**config.mk**
```make
export PLATFORM = sky130hd
export DESIGN_NAME = fwd_hazard_unit
export DESIGN_NICKNAME = d
export VERILOG_FILES = /design/src/rtl/fwd_pkg.sv /design/src/rtl/fwd_src_cmp.sv /design/src/rtl/fwd_hazard_unit.sv
export SDC_FILE = /design/constraint.sdc
export NUM_CORES = 1
export LEC_CHECK = 0
export BUFFER_PORTS_ARGS = -buffer_cell sky130_fd_sc_hd__buf_2
export CORE_MARGIN = 4
export CORE_UTILIZATION = 52
export CTS_BUF_LIST = sky130_fd_sc_hd__clkbuf_8 sky130_fd_sc_hd__clkbuf_16
export DETAILED_ROUTE_END_ITERATION = 7
export PLACE_DENSITY = 0.89
export SYNTH_ARGS = -nofsm -noshare
export SYNTH_HDL_FRONTEND = slang
export SYNTH_HIERARCHICAL = 1
export SYNTH_SLANG_ARGS = --single-unit
export TNS_END_PERCENT = 10
```
**constraint.sdc**
```tcl
create_clock -name clk -period 2.8 [get_ports clk]
set_input_delay 0.42 -clock clk [delete_from_list [all_inputs] [get_ports clk]]
set_output_delay 0.42 -clock clk [all_outputs]
set_load 0.03 [all_outputs]
```
**src/rtl/fwd_pkg.sv**
```systemverilog
// Shared constants for the ID-stage forwarding / hazard unit.
package fwd_pkg;

  localparam logic [1:0] FWD_RF  = 2'b00;
  localparam logic [1:0] FWD_MEM = 2'b01;
  localparam logic [1:0] FWD_WB  = 2'b10;

  localparam int REG_AW_DEF = 4;

endpackage : fwd_pkg

```
**src/rtl/fwd_src_cmp.sv**
```systemverilog
// Per-source comparator: resolves one ID operand against the EX and MEM writers.
module fwd_src_cmp
  import fwd_pkg::*;
#(
  parameter int REG_AW = REG_AW_DEF
) (
  input  logic              fwd_en_i,
  input  logic              src_valid_i,
  input  logic [REG_AW-1:0] src_i,
  input  logic              ex_wb_en_i,
  input  logic              ex_mem_r_en_i,
  input  logic [REG_AW-1:0] ex_dest_i,
  input  logic              mem_wb_en_i,
  input  logic [REG_AW-1:0] mem_dest_i,
  output logic [1:0]        next_sel_o,
  output logic              stall_req_o,
  output logic              hit_o
);

  logic m_ex;
  logic m_mem;

  assign m_ex  = src_valid_i && ex_wb_en_i  && (src_i == ex_dest_i);
  assign m_mem = src_valid_i && mem_wb_en_i && (src_i == mem_dest_i);

  // EX producer reaches MEM next cycle, so it wins over the older MEM producer.
  always_comb begin
    next_sel_o  = FWD_RF;
    stall_req_o = 1'b0;
    if (fwd_en_i) begin
      if (m_ex)       next_sel_o = FWD_MEM;
      else if (m_mem) next_sel_o = FWD_WB;
      stall_req_o = m_ex && ex_mem_r_en_i;
    end else begin
      stall_req_o = m_ex || m_mem;
    end
  end

  assign hit_o = (next_sel_o != FWD_RF);

endmodule : fwd_src_cmp

```
**src/rtl/fwd_hazard_unit.sv**
```systemverilog
// ID-stage hazard resolution: registered EX forwarding selects, load-use stall
// and saturating stall/forward event counters.
module fwd_hazard_unit
  import fwd_pkg::*;
#(
  parameter int REG_AW  = REG_AW_DEF,
  parameter int NUM_SRC = 3,
  parameter int CNT_W   = 16
) (
  input  logic                      clk,
  input  logic                      rst,
  input  logic                      fwd_en,
  input  logic                      freeze,
  input  logic                      flush,
  input  logic                      clr_cnt,
  input  logic [NUM_SRC-1:0]        id_src_valid,
  input  logic [NUM_SRC*REG_AW-1:0] id_src,
  input  logic                      ex_wb_en,
  input  logic                      ex_mem_r_en,
  input  logic [REG_AW-1:0]         ex_dest,
  input  logic                      mem_wb_en,
  input  logic [REG_AW-1:0]         mem_dest,
  output logic                      hazard_stall,
  output logic [NUM_SRC*2-1:0]      ex_sel,
  output logic [CNT_W-1:0]          stall_cnt,
  output logic [CNT_W-1:0]          fwd_cnt
);

  logic [NUM_SRC*2-1:0] next_sel;
  logic [NUM_SRC-1:0]   stall_req;
  logic [NUM_SRC-1:0]   hit;

  logic [NUM_SRC*2-1:0] ex_sel_q, ex_sel_d;
  logic [CNT_W-1:0]     stall_cnt_q, stall_cnt_d;
  logic [CNT_W-1:0]     fwd_cnt_q, fwd_cnt_d;
  logic                 load_normal;

  function automatic logic [CNT_W-1:0] sat_inc(input logic [CNT_W-1:0] cnt,
                                               input logic              inc);
    if (inc && (cnt != {CNT_W{1'b1}})) return cnt + 1'b1;
    return cnt;
  endfunction

  for (genvar i = 0; i < NUM_SRC; i++) begin : g_src
    fwd_src_cmp #(.REG_AW(REG_AW)) u_cmp (
      .fwd_en_i      (fwd_en),
      .src_valid_i   (id_src_valid[i]),
      .src_i         (id_src[i*REG_AW +: REG_AW]),
      .ex_wb_en_i    (ex_wb_en),
      .ex_mem_r_en_i (ex_mem_r_en),
      .ex_dest_i     (ex_dest),
      .mem_wb_en_i   (mem_wb_en),
      .mem_dest_i    (mem_dest),
      .next_sel_o    (next_sel[2*i +: 2]),
      .stall_req_o   (stall_req[i]),
      .hit_o         (hit[i])
    );
  end

  assign hazard_stall = |stall_req;
  assign load_normal  = !flush && !freeze && !hazard_stall;

  // Flush beats freeze; a stall loads a bubble (all selects to register file).
  always_comb begin
    ex_sel_d = ex_sel_q;
    if (flush)             ex_sel_d = '0;
    else if (freeze)       ex_sel_d = ex_sel_q;
    else if (hazard_stall) ex_sel_d = '0;
    else                   ex_sel_d = next_sel;
  end

  always_comb begin
    stall_cnt_d = sat_inc(stall_cnt_q, hazard_stall && !freeze && !flush);
    fwd_cnt_d   = sat_inc(fwd_cnt_q, load_normal && (|hit));
    if (clr_cnt) begin
      stall_cnt_d = '0;
      fwd_cnt_d   = '0;
    end
  end

  always_ff @(posedge clk) begin
    if (rst) begin
      ex_sel_q    <= '0;
      stall_cnt_q <= '0;
      fwd_cnt_q   <= '0;
    end else begin
      ex_sel_q    <= ex_sel_d;
      stall_cnt_q <= stall_cnt_d;
      fwd_cnt_q   <= fwd_cnt_d;
    end
  end

  assign ex_sel    = ex_sel_q;
  assign stall_cnt = stall_cnt_q;
  assign fwd_cnt   = fwd_cnt_q;

endmodule : fwd_hazard_unit

```
==> impl_metrics.sql <==
INSERT INTO impl_metrics (metric_group, metric, value, unit) VALUES
('run_status', 'status', 'finished clean', ''),
('power', 'total_leakage_power', '1.16', 'nW'),
('drt', 'route.vias.total', '2558', ''),
('sta', 'fin_worst_hold_slack', '0.429', 'ns'),
('worst_setup_path', 'reg2reg_slack', '0.72', 'ns'),
('worst_setup_path', 'reg2reg_from', 'fwd_cnt[0]', ''),
('placement', 'place_congestion', '0.902', ''),
('clock_network', 'cts_tree', 'built', ''),
('drt', 'route.detailed.drc', '0', ''),
('synthesis', 'synth_largest_type_area_fraction', '31.3', '%'),
('synthesis', 'synthCells', '292', ''),
('floorplan', 'floorplan.die.width', '76.3', 'µm'),
('synthesis', 'synthesis.area_per_instance', '8.32', 'µm²'),
('worst_setup_path', 'slowest_stage', 'or4_1', ''),
('global_route', 'vias_in_the_first_global_route', '2352', ''),
('clock_network', 'ctsHoldBuffers', '0', ''),
('floorplan', 'total_die_area', '5830', 'µm²'),
('floorplan', 'die_y', '76.3', 'µm'),
('final_layout', 'layout_common_cells', 'buf_2, dfxtp_1, a21oi_1', ''),
('synthesis', 'yosysTopAreaCell', 'dfxtp_1', ''),
('floorplan', 'row_count', '24', ''),
('worst_hold_path', 'hold_path_depth', '3', ''),
('sta', 'final.setup_skew', '0.00454', 'ns'),
('sta', 'transition_time_of_the_tightest_slew_check_pin', '0.736', 'ns'),
('sta', 'hold_viol_final', '0', ''),
('worst_setup_path', 'worstPathArrival', '2.63', 'ns'),
('worst_setup_path', 'critical_path.max_fanout', '11', ''),
('sta', 'max_slew_violations', '0', ''),
('final_layout', 'post_route_cells_drive_above_1_share', '28.1', '%'),
('sta', 'slew_headroom', '50.5', '%'),
('worst_setup_path', 'critPathKind', 'in -> reg', ''),
('worst_setup_path', 'cp.required', '3.02', 'ns'),
('worst_hold_path', 'min_to', 'stall_cnt[15]', ''),
('sta', 'grt_setup_unrepaired', 'no', ''),
('clock_network', 'clk_latency', '0.29', 'ns'),
('worst_setup_path', 'worst_setup_path_end_kind', 'flop', ''),
('worst_setup_path', 'critPathLaunchType', 'primary input', ''),
('clock_network', 'cts_repair_resize_count', '0', ''),
('synthesis', 'yosys.area_share.simple', '34.6', '%'),
('drt', 'detail_routed_net_length_per_standard_cell', '15.2', 'µm'),
('worst_setup_path', 'timing.reg2reg.worst_path_depth', '6', ''),
('sta', 'total_negative_slack_for_setup_checks', '0', 'ns'),
('synthesis', 'synth.net_count', '326', ''),
('placement', 'count_of_port_buffers_added_during_placement', '70', ''),
('synthesis', 'synth_compound_area_share', '18.8', '%'),
('global_route', 'grt_overflow_total', '0', ''),
('global_route', 'grt_antenna_before_repair', '0', ''),
('clock_network', 'cts.path.max_buffers', '2', ''),
('clock_network', 'clk_root_buffer_cell', 'clkbuf_8', ''),
('synthesis', 'synth-xor-area-share', '8.66', '%'),
('final_layout', 'final-instance-count-excl-fill', '412', ''),
('worst_hold_path', 'hold_path.class', 'in -> reg', ''),
('synthesis', 'ys_warnings', '6', ''),
('final_layout', 'diodes', '0', ''),
('global_route', 'grt_pass1_wl', '10.3', 'mm'),
('synthesis', 'ys.flop_type', 'dfxtp_1', ''),
('job', 'drv.max_cap_violation_count', '0', ''),
('clock_network', 'cts-buffers-inserted', '5', ''),
('global_route', 'grt_use_total', '21.2', '%'),
('worst_setup_path', 'critPathMostFrequentCell', 'nor3_2', ''),
('drt', 'detail_route.wirelength', '6.24', 'mm'),
('sta', 'finalSetupViolations', '0', ''),
('power', 'ir_drop', '0.276', 'mV'),
('floorplan', 'floorplan.initialDensity', '54.6', '%'),
('sta', 'max_frequency', '415', 'MHz'),
('floorplan', 'design.portCount', '71', ''),
('synthesis', 'sequential_cell_area_fraction_in_the_yosys_report', '31.3', '%'),
('clock_network', 'cts.reportedPaths.clkPinSlew', '0.08', 'ns'),
('placement', 'dp.cells', '404', ''),
('synthesis', 'postSynthRegisterBits', '38', ''),
('drt', 'viasPerCell', '6.21', '');
[cell usage after synthesis, types with 4 or more instances]
cell,instances
and4_1,5
and3_1,7
or4_1,13
inv_1,8
nor3_1,6
o31ai_1,13
nand3b_1,7
o21ai_0,9
or3_1,11
nand3_1,15
buf_2,4
nor4_1,8
nand4_2,4
nor3_2,4
nor2_1,7
xnor2_1,6
nand4_1,10
dfxtp_1,38
a21oi_1,30
clkbuf_1,6
xor2_1,18
nand2_1,27
[per-layer routing]
metal / track usage [%] / up-vias / part of all wire, %
met5: 0 / - / 0
met2: 35.9 / 126 / 48
met4: 8.88 / 0 / 2.5
li1: - / 1261 / -
met3: 4.73 / 14 / 7.9
met1: 25.8 / 1157 / 42
[through the flow]
step | instance area [µm²] | setup WS (ns) | util [%] | total power, W
floorplan | 2430 | 0.398 | - | 0.000618
global placement | 2800 | 0.195 | 63.1 | 0.000666
detailed placement | 2800 | 0.103 | 63.1 | 0.000669
CTS | 2950 | 0.369 | 66.3 | 0.00124
global route | 2950 | 0.151 | 66.3 | 0.00128
finish | 2950 | 0.389 | 66.3 | 0.00123
[sequential cells by signal, summed over array words and instances, names as in the netlist]
signal     cells
fwd_cnt       16
stall_cnt     16
ex_sel         6
[power by group]
part | switching, W | internal [W]
sequential | 0.000000319 | 0.000540
clock | 0.000196 | 0.000380
combinational | 0.0000691 | 0.0000471
total | 0.000266 | 0.000967
[cell families (layout without fill, tap and decap cells)]
group / Yosys count / in the layout
adders and majority gates: 2 / 2
buffers and inverters: 22 / 90
xor gates and xnor gates: 24 / 24
muxes: 3 / 3
DFF: 38 / 38
and+or+nand+nor: 133 / 133
AOI/OAI and AO/OA: 70 / 70
[critical path, delay by kind of cell]
kind            cells  cell delay (ns)
buf+inv             2             0.23
compound gates      2             0.39
simple gates        5             1.42
xor+xnor            1             0.17
[cell type report]
type,instances,area (µm²)
fill,370,1500
multi-input combinational,232,1570
inverter,8,30.0
clock inverter,2,60.1
sequential,38,761
timing repair buffer,74,380
tap,52,65.1
clock buffer,6,82.6
[worst max path at each step]
stage | startpoint | end | slack [ns] | cells past startpoint
4_1_cts | id_src[2] | stall_cnt[11] | 0.37 | 10
6_report | id_src[2] | stall_cnt[11] | 0.39 | 10
3_5_place_dp | id_src[2] | stall_cnt[11] | 0.10 | 10
3_3_place_gp | id_src[2] | stall_cnt[11] | 0.19 | 10
2_1_floorplan | id_src[6] | stall_cnt[4] | 0.40 | 10
5_1_grt | id_src[2] | stall_cnt[11] | 0.15 | 10
Note: power is estimated with default switching activity, not from simulation.
